## src/rtl/pk_poci.sv

```systemverilog
// Shared POCI definitions for the input peripheral: base address, register
// word offsets and the control FSM encoding.
package pk_poci;

  localparam logic [31:0] POCI_INPUTS_BASE = 32'h4000_0010;

  // Word index taken from paddr[3:2].
  typedef enum logic [1:0] {
    REG_STATE  = 2'd0,
    REG_RISE   = 2'd1,
    REG_FALL   = 2'd2,
    REG_IRQ_EN = 2'd3
  } poci_inputs_reg_e;

  typedef enum logic {
    PRIME = 1'b0,
    RUN   = 1'b1
  } inputs_fsm_e;

  localparam int PRIME_CYCLES = 3;

endpackage

```

## src/rtl/if_poci.sv

```systemverilog
// Zero-wait-state POCI bus between the HASTI bridge and its peripherals.
interface if_poci;
  logic        psel;
  logic        penable;
  logic        pwrite;
  logic [3:0]  paddr;
  logic [31:0] pwdata;
  logic [31:0] prdata;
  logic        pready;
  logic        pslverr;

  modport slave  (input psel, penable, pwrite, paddr, pwdata,
                  output prdata, pready, pslverr);
  modport master (output psel, penable, pwrite, paddr, pwdata,
                  input prdata, pready, pslverr);
endinterface

```

## src/rtl/input_debounce.sv

```systemverilog
// One input channel: 2-flop synchroniser, saturating stability counter and
// debounced level, with single-cycle rise/fall pulses on acceptance.
module input_debounce #(
  parameter  int DEBOUNCE_CYCLES = 20000,
  localparam int CW = $clog2(DEBOUNCE_CYCLES + 1)
) (
  input  logic clk,
  input  logic reset,
  input  logic din_i,
  input  logic prime_i,
  output logic state_o,
  output logic rise_o,
  output logic fall_o
);

  logic [1:0]    sync_q;
  logic          state_q, state_d;
  logic [CW-1:0] cnt_q, cnt_d;
  logic          sample, accept;

  assign sample = sync_q[1];
  assign accept = !prime_i && (sample != state_q) && (cnt_q == CW'(DEBOUNCE_CYCLES));

  always_comb begin
    state_d = state_q;
    cnt_d   = cnt_q;
    if (prime_i) begin
      state_d = sample;
      cnt_d   = '0;
    end else if (sample == state_q) begin
      cnt_d = '0;
    end else if (accept) begin
      state_d = sample;
      cnt_d   = '0;
    end else begin
      // Only reached while cnt_q < DEBOUNCE_CYCLES, so this cannot wrap.
      cnt_d = cnt_q + CW'(1);
    end
  end

  always_ff @(posedge clk) begin
    if (reset) begin
      sync_q  <= '0;
      state_q <= 1'b0;
      cnt_q   <= '0;
    end else begin
      sync_q  <= {sync_q[0], din_i};
      state_q <= state_d;
      cnt_q   <= cnt_d;
    end
  end

  assign state_o = state_q;
  assign rise_o  = accept & sample;
  assign fall_o  = accept & ~sample;

endmodule

```

## src/rtl/poci_inputs.sv

```systemverilog
// POCI input peripheral: N_IN debounced channels, sticky W1C edge flags and,
// with POCI_INPUTS_IRQ_EN defined, a masked level interrupt.
module poci_inputs
  import pk_poci::*;
#(
  parameter int N_IN            = 14,
  parameter int DEBOUNCE_CYCLES = 20000
) (
  input  logic            clk,
  input  logic            reset,
  if_poci.slave           bus,
  input  logic [N_IN-1:0] din
`ifdef POCI_INPUTS_IRQ_EN
  ,
  output logic            irq
`endif
);

  inputs_fsm_e fsm_q, fsm_d;
  logic [1:0]  prime_cnt_q, prime_cnt_d;
  logic        prime;

  always_comb begin
    fsm_d       = fsm_q;
    prime_cnt_d = prime_cnt_q;
    prime       = 1'b0;
    case (fsm_q)
      PRIME: begin
        prime       = 1'b1;
        prime_cnt_d = prime_cnt_q + 2'd1;
        if (prime_cnt_q == 2'(PRIME_CYCLES - 1)) begin
          fsm_d       = RUN;
          prime_cnt_d = '0;
        end
      end
      default: ;
    endcase
  end

  always_ff @(posedge clk) begin
    if (reset) begin
      fsm_q       <= PRIME;
      prime_cnt_q <= '0;
    end else begin
      fsm_q       <= fsm_d;
      prime_cnt_q <= prime_cnt_d;
    end
  end

  logic [N_IN-1:0] state, rise_p, fall_p;

  for (genvar g = 0; g < N_IN; g++) begin : g_ch
    input_debounce #(.DEBOUNCE_CYCLES(DEBOUNCE_CYCLES)) u_db (
      .clk     (clk),
      .reset   (reset),
      .din_i   (din[g]),
      .prime_i (prime),
      .state_o (state[g]),
      .rise_o  (rise_p[g]),
      .fall_o  (fall_p[g])
    );
  end

  logic             access, addr_ok, wr;
  poci_inputs_reg_e reg_sel;
  logic [N_IN-1:0]  wdata, rd_n;
  logic             unused_ok;

  assign access    = bus.psel & bus.penable;
  assign addr_ok   = (bus.paddr[1:0] == 2'b00);
  assign wr        = access & bus.pwrite & addr_ok;
  assign reg_sel   = poci_inputs_reg_e'(bus.paddr[3:2]);
  assign wdata     = bus.pwdata[N_IN-1:0];
  assign unused_ok = ^bus.pwdata;

  logic [N_IN-1:0] rise_q, rise_d, fall_q, fall_d;

  // New edges are OR-ed in after the clear so a concurrent edge survives.
  always_comb begin
    rise_d = rise_q & ~((wr && reg_sel == REG_RISE) ? wdata : '0) | rise_p;
    fall_d = fall_q & ~((wr && reg_sel == REG_FALL) ? wdata : '0) | fall_p;
  end

  always_ff @(posedge clk) begin
    if (reset) begin
      rise_q <= '0;
      fall_q <= '0;
    end else begin
      rise_q <= rise_d;
      fall_q <= fall_d;
    end
  end

`ifdef POCI_INPUTS_IRQ_EN
  logic [N_IN-1:0] irq_en_q, irq_en_d;
  logic            irq_q, irq_d;

  always_comb begin
    irq_en_d = (wr && reg_sel == REG_IRQ_EN) ? wdata : irq_en_q;
    irq_d    = |((rise_q | fall_q) & irq_en_q);
  end

  always_ff @(posedge clk) begin
    if (reset) begin
      irq_en_q <= '0;
      irq_q    <= 1'b0;
    end else begin
      irq_en_q <= irq_en_d;
      irq_q    <= irq_d;
    end
  end

  assign irq = irq_q;
`endif

  always_comb begin
    rd_n = '0;
    case (reg_sel)
      REG_STATE:  rd_n = state;
      REG_RISE:   rd_n = rise_q;
      REG_FALL:   rd_n = fall_q;
`ifdef POCI_INPUTS_IRQ_EN
      REG_IRQ_EN: rd_n = irq_en_q;
`else
      REG_IRQ_EN: rd_n = '0;
`endif
      default:    rd_n = '0;
    endcase
  end

  assign bus.prdata  = (access && addr_ok) ? 32'(rd_n) : 32'd0;
  assign bus.pslverr = access & ~addr_ok;
  assign bus.pready  = 1'b1;

endmodule

```

## src/flat_wrapper.sv

```systemverilog
// flat-port wrapper written by rule: the top's interface ports become plain ports
module poci_inputs_flat import pk_poci::*;
#(
  parameter int N_IN            = 14,
  parameter int DEBOUNCE_CYCLES = 20000
)
  (clk, reset, din, bus_psel, bus_penable, bus_pwrite, bus_paddr, bus_pwdata, bus_prdata, bus_pready, bus_pslverr);
  if_poci bus_i ();
  input  logic clk;
  input  logic reset;
  input  logic [N_IN-1:0] din;
  input wire logic [$bits(bus_i.psel)-1:0] bus_psel;
  input wire logic [$bits(bus_i.penable)-1:0] bus_penable;
  input wire logic [$bits(bus_i.pwrite)-1:0] bus_pwrite;
  input wire logic [$bits(bus_i.paddr)-1:0] bus_paddr;
  input wire logic [$bits(bus_i.pwdata)-1:0] bus_pwdata;
  output wire logic [$bits(bus_i.prdata)-1:0] bus_prdata;
  output wire logic [$bits(bus_i.pready)-1:0] bus_pready;
  output wire logic [$bits(bus_i.pslverr)-1:0] bus_pslverr;
  assign bus_i.psel = bus_psel;
  assign bus_i.penable = bus_penable;
  assign bus_i.pwrite = bus_pwrite;
  assign bus_i.paddr = bus_paddr;
  assign bus_i.pwdata = bus_pwdata;
  assign bus_prdata = bus_i.prdata;
  assign bus_pready = bus_i.pready;
  assign bus_pslverr = bus_i.pslverr;
  poci_inputs #(.N_IN(N_IN), .DEBOUNCE_CYCLES(DEBOUNCE_CYCLES)) u_core (.clk(clk), .reset(reset), .bus(bus_i), .din(din));
endmodule
```

## config.mk

```make
export PLATFORM = sky130hd
export DESIGN_NAME = poci_inputs_flat
export DESIGN_NICKNAME = d
export VERILOG_FILES = /design/src/rtl/pk_poci.sv /design/src/rtl/if_poci.sv /design/src/rtl/input_debounce.sv /design/src/rtl/poci_inputs.sv /design/src/flat_wrapper.sv
export SDC_FILE = /design/constraint.sdc
export NUM_CORES = 1
export LEC_CHECK = 0
export CAP_MARGIN = 10
export CELL_PAD_IN_SITES_DETAIL_PLACEMENT = 0
export CELL_PAD_IN_SITES_GLOBAL_PLACEMENT = 1
export CORE_MARGIN = 2
export CORE_UTILIZATION = 45
export DETAILED_ROUTE_END_ITERATION = 8
export PLACE_DENSITY = 0.9
export SYNTH_ARGS = -nofsm -noshare
export SYNTH_HDL_FRONTEND = slang
export SYNTH_SLANG_ARGS = --single-unit
```

## constraint.sdc

```tcl
create_clock -name clk -period 2.6 [get_ports clk]
set_input_delay 0.65 -clock clk [delete_from_list [all_inputs] [get_ports clk]]
set_output_delay 0.65 -clock clk [all_outputs]
set_load 0.02 [all_outputs]
```

# After elaboration in Yosys (flattened, before gate mapping)
# Index checks and enable logic that the tools add are counted.
# classes
n_shift	0
n_eq_ne	74
bitwise_logic	54
div_mod_pow	0
mul	0
reduce_logical	61
n_addsub	15
muxes	49
n_lt_le_gt_ge	0
# op_table
operator	n
$add 15x1->15 const B	14
$eq 15x15->1 const B	14
$ne 2x2->1 const B	28
$pmux 14 s4	1
$reduce_or 4->1	14
$mux 1	44
$mux 14	3
$and 1x1->1	32
$logic_and 1x1->1	31
$and 14x14->14	2
$not 14->14	2
$or 14x14->14	2
$reduce_and 2->1	14
$not 1->1	16
$eq 1x1->1	14
$ne 1x1->1	14
$eq 2x2->1 const B	3
$logic_not 2->1	2
$add 2x1->2 const B	1
$eq 2x1->1 const B	1
$mux 2	1
# totals
mem_bits_rw	0
wordCells	299
n_memories	0
register_bits	283
latchBits	0
inputBits	55
romBits	0

# Longest topological paths before layout
# Gate-level depths: netlist of run 1.
# logic_depth
word_depth	8
ltp_mapped	8
depth_no_buf	6

# Cells and area by module
# Synthesis of run 1 repeated with hierarchy kept, for this count alone.
# unflattened
cells_unflattened	1496
hier_area_um2	13477.9
# by_module_without_submodules
mod	cells_per_inst	n_inst	area_each_um2	seq_area_each_um2
input_debounce	90	14	830.8	360.3
poci_inputs	236	1	1846.8	620.6

# Least setup slack after synthesis of run 1
# No wires, ideal clock.
# synth_timing
kind	in2out
from	input port bus_paddr[2]
to	output port bus_prdata[10]
arrival_ns	1.801
cell_stages	5
path_buffers	2
setup_slack_ns	0.149
path_cell_list	clkbuf_1 nor2b_1 clkbuf_1 a21oi_1 nor2_1
# synth_between
elab_chain_len	3
word_cells_on_any_way	6
classes_between	3 x eq/ne; 2 x mux; 1 x reduce/logical
# synth_lines
element	line	text
from (decl)	flat_wrapper.sv:15	input wire logic [$bits(bus_i.paddr)-1:0] bus_paddr;
$eq 2x2->1, or another cell as far along	poci_inputs.sv:118	case (reg_sel)
$pmux 14 s4 (*)	poci_inputs.sv:118	
$mux 14 (*)	poci_inputs.sv:131	assign bus.prdata = (access && addr_ok) ? 32'(rd_n) : 32'd0;
to (decl)	flat_wrapper.sv:17	output wire logic [$bits(bus_i.prdata)-1:0] bus_prdata;
# Every way passes the cells marked *; elsewhere a longest branch is shown, timed or not.

# Final worst setup path of run 1
# layout_timing
from	input port bus_psel
to	output port bus_prdata[1]
# layout_between
elab_chain_len	3
# layout_lines
element	line	text
from (decl)	flat_wrapper.sv:12	input wire logic [$bits(bus_i.psel)-1:0] bus_psel;
$and 1x1->1	poci_inputs.sv:69	assign access = bus.psel & bus.penable;
$logic_and 1x1->1	poci_inputs.sv:131	
$mux 14	poci_inputs.sv:131	
# Every way passes these cells.

==> results.txt, run 1 <==
- Of the available clock period, the critical path in the final layout requires 0.981.
- Floorplan die width: ~170 um
* Dominant cell by count in the synthesized netlist: sky130_fd_sc_hd__dfxtp_1
* Inst Count DP: 1872
- Tightest hold margin: 0.434 ns
- Entering global routing, the biggest net connects 74 pins.
* Layout cells sized above 1: 0.0847
- Most common flop cell mapped by yosys: sky130_fd_sc_hd__dfxtp_1
- The synthesized netlist contains 44 unique library cells.
- Path type of the worst setup path: primary input to output pin
- The wire-length estimate of the detail-placed layout is ~17000 um.
- Setup slack closes at 0.0506 ns.
- Worst EP arrival: 1.90 ns
* Weighted congestion reported at the end of routability-driven placement: 0.814
* Hold depth: 1
* Count of non-filler cells in the finished layout: between 1.5k and 2k
- The layout has 2676 filler cells.
- Max-cap violations in this run came to 0.
- In this run, synthesis inferred 0 flip-flops with an integrated enable.
- For this design the top-level I/O count stands at 89.
- For this configuration, the core starts out at a cell density of 0.457.
- The pre-antenna-repair detailed-routing pass consisted of 5 iterations.
- IR analysis of the VDD net gives a maximum drop of roughly 0.52 mV.
* GRT overflow: 0
- The via count of the first global-routing pass is roughly 9.2k.
- Die area: about 31000 um2
* Clk root buf: sky130_fd_sc_hd__clkbuf_16
- Wire length of the first global-routing pass: 42900 um
- Category of the worst setup path launch point: primary input
* # hold bufs at CTS: 0
* Layout-stage area growth over the synthesis result: 13.3%
* Total Routed Length: 25600 um
- The flow ran to the end, and the final reports show no timing, DRC or antenna violations.
- Routed wirelength normalized by instance count: 13.2 um
- Timing would allow up to 392 MHz.
* Final Hold Vio Count: 0
* DR vias: 9827
- For this run, asynchronously set or reset flops after synthesis account for 0.
* Final worst clock skew: 0.0193 ns
- Hold WC Path Type: flip-flop to flip-flop
- Mean area per synthesized cell: 8.87 um2
* Count of nets left with antenna violations after detail routing: 0
* Clock buffer depth: 3
- Total clock sinks: 283
- Clock insertion delay at the later pin of the skew report: 0.57 ns
* Post-synth top area share: 0.432
* Via density: just over 5
- Final max-slew violation count: 0
* Instance area after placement: between 10000 and 15000 um2
- Total leakage power: 4.53 nW
- TritonCTS created 30 clock buffers.
- Part of the Yosys area used for sequential elements: 0.432
- Total design power: 9.21 mW
- For the worst flop-to-flop path, the logic depth is 6.
- Largest fanout on the critical path: 5
* Final cell area excluding filler cells: 14900 um2
- Area contributors post-synth: sky130_fd_sc_hd__dfxtp_1 (43%), sky130_fd_sc_hd__xnor2_1 (9.7%), sky130_fd_sc_hd__nor2_1 (7.3%)
- After layout, the minimum clock period comes to 2.55 ns.
* Cell area after technology mapping: approximately 13000 um2
- After synthesis the netlist holds a flip-flop and latch count of 283.
- Across every metal layer, demand over resource in global routing totals 0.165.
- At the pin with the least slew margin, the transition time is 0.763 ns.
- During synthesis, Yosys emitted a total of 0 warnings.
- CTS HTree Levels: 1
- STA classifies the critical path endpoint as an output pin.
- In this run the vertical extent of the chip is 175 um.
* Nets: 1605
- The worst pin sits at a relative slew slack of 0.491.
- Drt drc: 0
- Buffers placed on the I/O ports in this run total 51.
- The number of antenna violations at the first check in global routing was 0.
- In this run the power density over the cells is roughly 620 nW/um2.
- Clock transition time at the flip-flop clock pins of the worst setup and hold paths: ~0.060 ns
* Count of inserted antenna diode cells: 0
- TritonCTS built the clock tree.
- The total area inside the core boundary comes to 28700 um2.
- At the placement stage, the worst setup path has a slack of -0.579 ns.
* Site row count: 62
- Ranked by instance count, the synthesized netlist is headed by sky130_fd_sc_hd__dfxtp_1 (283), sky130_fd_sc_hd__nor2_1 (256), sky130_fd_sc_hd__xnor2_1 (145).
* Final setup fails: 0
- Cells after Synth: 1478
- Initial DRC Count: around 550
- Req. time, crit path: around 2 ns
- Setup fix buffers added after clock tree synthesis: 0
* Post-synth top area cell: sky130_fd_sc_hd__dfxtp_1
sequential cells by signal, summed over array words and instances, names as in the netlist:
register and count:
u_core.rise_q 14, u_core.fall_q 14, u_core.g_ch.u_db.state_o 14, u_core.g_ch.u_db.sync_q 28
u_core.g_ch.u_db.cnt_q 210, u_core.fsm_q 1, u_core.prime_cnt_q 2
power breakdown:
part           internal (mW)  switching [mW]
Combinational          0.112           0.153
Sequential              4.37          0.0406
Clock                   2.78            1.74
Total                   7.27            1.94
final timing paths:
kind,endpoint,startpoint,slack (ns)
min reg2reg,u_core.g_ch[6].u_db.sync_q[1],u_core.g_ch[6].u_db.sync_q[0],0.43
max reg2reg,u_core.g_ch[1].u_db.cnt_q[4],u_core.g_ch[1].u_db.cnt_q[0],0.37
min,u_core.g_ch[6].u_db.sync_q[1],u_core.g_ch[6].u_db.sync_q[0],0.43
max,bus_prdata[1],bus_psel,0.05
cell usage in the layout (no fill, tap or decap), types with 14 or more instances in the layout:
cell                                n
sky130_fd_sc_hd__nand4_1           38
sky130_fd_sc_hd__dfxtp_1          282
sky130_fd_sc_hd__buf_4             16
sky130_fd_sc_hd__nor2_2            16
sky130_fd_sc_hd__xor2_1            46
sky130_fd_sc_hd__o21ai_0           42
sky130_fd_sc_hd__nor4_1            52
sky130_fd_sc_hd__inv_1             86
sky130_fd_sc_hd__clkbuf_16         30
sky130_fd_sc_hd__nand3_1           94
sky130_fd_sc_hd__nand3b_1          16
sky130_fd_sc_hd__nand2_1           43
sky130_fd_sc_hd__nand4b_1          21
sky130_fd_sc_hd__nor2_1           247
sky130_fd_sc_hd__conb_1            19
sky130_fd_sc_hd__a21oi_1           60
sky130_fd_sc_hd__or3_1             15
sky130_fd_sc_hd__clkdlybuf4s50_1   31
sky130_fd_sc_hd__nor3_1            47
sky130_fd_sc_hd__xnor2_1          145
sky130_fd_sc_hd__mux2i_1           14
sky130_fd_sc_hd__ha_1              28
sky130_fd_sc_hd__nor2b_1           36
timing repair:
action	CTS	global route
setup endpoints to repair	14	14
pin swaps	3	4
gates resized for setup	75	16
cloned	1	1
cell type report:
type / count / area, um2 / share of cell area
Tap cell: 384 / 480 / 0.0323
Timing Repair Buffer: 65 / 601 / 0.0404
Multi-Input combinational cell: 1056 / 6710 / 0.452
Clock buffer: 41 / 852 / 0.0574
Sequential cell: 283 / 5670 / 0.382
Inverter: 86 / 323 / 0.0217
Clock inverter: 15 / 216 / 0.0146
layer usage:
metal  global-route usage  vias up  wire length [um]
met3               0.0268       45               983
met1                0.224     4562             12500
met4               0.0528        0               767
met5                    0        -                 0
met2                0.269      158             11300
li1                     -     5062                 -
metrics by stage:
step,util,setup TNS [ns]
after detailed placement,0.479,-6.94
after global routing,0.517,-0.0120
final,0.517,0
after CTS,0.516,-0.0167
after floorplan,-,0
after global placement,0.479,-6.52
cells by family after synthesis:
family,share of synthesized area
flops,0.432
mux,0.0107
other cells,0.000573
simple gates,0.299
fa+ha+maj,0.0267
compound gates,0.0395
buf+inv,0.0633
xor+xnor,0.128
critical path, stage by stage:
cell	delay (ns)
sky130_fd_sc_hd__clkdlybuf4s50_1	0.52
sky130_fd_sc_hd__nand3_2	0.13
sky130_fd_sc_hd__buf_6	0.17
sky130_fd_sc_hd__buf_4	0.16
sky130_fd_sc_hd__nor2_1	0.12
sky130_fd_sc_hd__buf_4	0.15
Power figures use the tool's default switching activity.
==> run 2: changes to the inputs <==
--- a/config.mk
+++ b/config.mk
@@ -8,6 +8,7 @@
 export CAP_MARGIN = 10
 export CELL_PAD_IN_SITES_DETAIL_PLACEMENT = 0
 export CELL_PAD_IN_SITES_GLOBAL_PLACEMENT = 1
+export CORE_ASPECT_RATIO = 0.6
 export CORE_MARGIN = 2
 export CORE_UTILIZATION = 45
 export DETAILED_ROUTE_END_ITERATION = 8
==> constraint.sdc (replaced) <==
create_clock -name clk -period 2.6 [get_ports clk]
set_input_delay 0.78 -clock clk [delete_from_list [all_inputs] [get_ports clk]]
set_output_delay 0.78 -clock clk [all_outputs]
set_load 0.02 [all_outputs]
==> run 2 against run 1 <==
Against the previous run:
- worst hold slack is essentially flat
- setup slack gained 0.017 ns
- final area grew 0.29%
- first-iteration DRC count grew 55%
- non-clock buffer count grew 4
- wire length grew 7.1%
- critical path depth grew 1
- power shrank 3.0%
- via count grew 1.0%
- combinational power grew 12%
- critical endpoint is now bus_prdata[2]
==> results.txt, run 2 (same netlist as run 1, synthesis figures left out) <==
- For this block, the via count after detailed routing is 9925.
* Registers with the most flip-flops: u_core.g_ch.u_db.cnt_q (210), u_core.g_ch.u_db.sync_q (28)
- Core ar.: about 29000 um2
- Clock buffer depth: 3
- The die covers roughly 31000 um2.
- The pre-antenna-repair detailed-routing pass consisted of 5 iterations.
- Post-layout minimum cycle time: approximately 2.5 ns
- The design draws slightly below 9 mW.
- Path type of the worst setup path: primary input to output pin
- Register-to-register path setup slack: about 0.33 ns
* Global router's overall resource usage: 0.178
- CTS HTree Levels: 1
- After the last flow step, the layout net total stands at 1605.
- Static timing analysis puts the maximum clock frequency at between 300 and 400 MHz.
* Final setup fails: 0
* Category of the worst setup path launch point: primary input
* Req. time, crit path: approximately 1.8 ns
* Initial DRC Count: between 800 and 900
- PwrDens: between 500 and 600 nW/um2
- Inst Count DP: approximately 1.9k
- Final Hold Vio Count: 0
- Layout-stage area growth over the synthesis result: 13.7%
- Initial antenna violation count: 0
* Worst ir drop on vdd: approximately 0.42 mV
- Clock tree from TritonCTS: yes
* Total clock sinks: about 280
* Setup TNS: 0 ns
- Hold repair after CTS inserted 0 buffers.
- Summed over all cells, the static leakage comes to 4.49 nW.
- Flip-flop count of the largest register, all copies and words added: 210
- Max-cap violations in this run came to 0.
* Count of inserted antenna diode cells: 0
- Site row count: 48
* Post-layout util: 0.519
- Register with the most flip-flops: u_core.g_ch.u_db.cnt_q
- Final max-slew violation count: 0
* Number of CTS-inserted buffers: 26
- The floorplan step set the die width to around 220 um.
- In the routed design, unresolved DRC markers number 0.
* Weighted congestion reported at the end of routability-driven placement: slightly above 0.8
- Worst Setup End Kind: output pin
* Count of nets left with antenna violations after detail routing: 0
- Leading cell types in the layout, fill and taps excluded: sky130_fd_sc_hd__dfxtp_1 (283), sky130_fd_sc_hd__nor2_1 (243), sky130_fd_sc_hd__xnor2_1 (145)
* Unrepaired setup endpoints after global routing: no
- Count of input and output buffers: 51
* GRT overflow: 0
* I/O pins: between 80 and 90
- The library cell used most frequently in the layout, excluding fill and tap cells, is sky130_fd_sc_hd__dfxtp_1.
- Wires add up to 27400 um.
* Part of the cycle the worst path needs: 0.974
- Worst EP arrival: 1.75 ns
* Worst Tran Pin Value: 0.822 ns
- Worst slack after detailed placement: -0.825 ns
- Wire length of the first global-routing pass: approximately 45000 um
- Clock insertion delay at the later pin of the skew report: roughly 0.55 ns
- Clock-pin slew was measured on the worst setup and hold paths at 0.06 ns.
* Layout cells sized above 1: 0.0914
* Clk root buf: sky130_fd_sc_hd__clkbuf_16
* Final WS setup: 0.0674 ns
* Number of global-route vias before repair: 9179
- Relative slew slack: 0.452
* Final worst clock skew: 0.0152 ns
- Fill cells in the final layout number 2643.
- Largest fanout on the critical path: 4
- Using the TritonRoute via totals, the vias-per-cell ratio works out to 5.18.
- From bottom edge to top edge, the die measures 136 um.
* DP Wirelength: 18600 um
* Pin count of the biggest net entering global routing: 74
- The flow ran to the end, and the final reports show no timing, DRC or antenna violations.
- In this run the worst hold path is classified as flip-flop to flip-flop.
- Routed wirelength normalized by instance count: ~14 um
- The initial utilization of the core area, before any placement, comes to 0.457.
- The count of cells in the finished layout, fillers not included, comes to around 1.9k.
## run 2: changes by cell type in the layout (fill, tap and decap cells not counted), sizes merged
cell / previous run / this run
buf: 29 / 34
clkdlybuf4s50: 31 / 29
dlygate4sd2: 1 / 2
dlymetal6s2s: 4 / 0
clkdlybuf4s15: 0 / 1
clkinvlp: 2 / 1
clkbuf: 41 / 39
clkinv: 8 / 6
## run 2: layer usage
metal / part of all wire / vias to the layer above / global-route usage
met5: 0 / - / 0
met4: 0.027 / 0 / 0.0556
met3: 0.050 / 52 / 0.0370
met2: 0.41 / 197 / 0.264
met1: 0.52 / 4604 / 0.259
li1: - / 5072 / -
## run 2: per-stage QoR
stage	instance area (um2)	hold slack, ns
after detailed placement	13800	0.423
after floorplan	13200	0.414
after global placement	13800	0.418
after CTS	14900	0.436
after global routing	14900	0.459
final	14900	0.434
## run 2: path summary, 6_finish.rpt
kind	startpoint	cells past startpoint	end
hold / removal	u_core.g_ch[12].u_db.sync_q[0]	1	u_core.g_ch[12].u_db.sync_q[1]
hold reg to reg	u_core.g_ch[12].u_db.sync_q[0]	1	u_core.g_ch[12].u_db.sync_q[1]
setup reg to reg	u_core.g_ch[9].u_db.cnt_q[0]	6	u_core.g_ch[9].u_db.cnt_q[6]
setup / recovery	bus_paddr[2]	7	bus_prdata[2]
## run 2: timing repair
item                                    in CTS  in global routing
hold endpoints to repair                     0                  0
pin swaps                                    6                  3
gates cloned                                 2                  0
endpoints found under the setup margin      15                 15
resized for setup                          112                  7
setup buffers                                3                  0
## run 2: final cells by class
| class | count | area (um2) | area share |
|---|---|---|---|
| Tap cell | 375 | 469 | 0.0315 |
| Clock inverter | 12 | 195 | 0.0131 |
| Clock buffer | 36 | 759 | 0.0510 |
| Sequential cell | 283 | 5670 | 0.380 |
| Inverter | 86 | 323 | 0.0217 |
| Multi-Input combinational cell | 1056 | 6790 | 0.456 |
| Timing Repair Buffer | 69 | 698 | 0.0469 |
## run 2: power breakdown
part           internal, mW  total (mW)  switching (mW)  leakage, nW
logic                 0.122       0.298           0.176         1.74
clock network          2.54        4.23            1.69        0.468
registers              4.37        4.40          0.0295         2.29
## run 2: critical path, cell delays in order
cell	delay (ns)
sky130_fd_sc_hd__buf_4	0.17
sky130_fd_sc_hd__buf_4	0.15
sky130_fd_sc_hd__mux2i_1	0.18
sky130_fd_sc_hd__nor2_1	0.05
sky130_fd_sc_hd__a21oi_1	0.21
sky130_fd_sc_hd__nor2_2	0.08
sky130_fd_sc_hd__buf_6	0.13
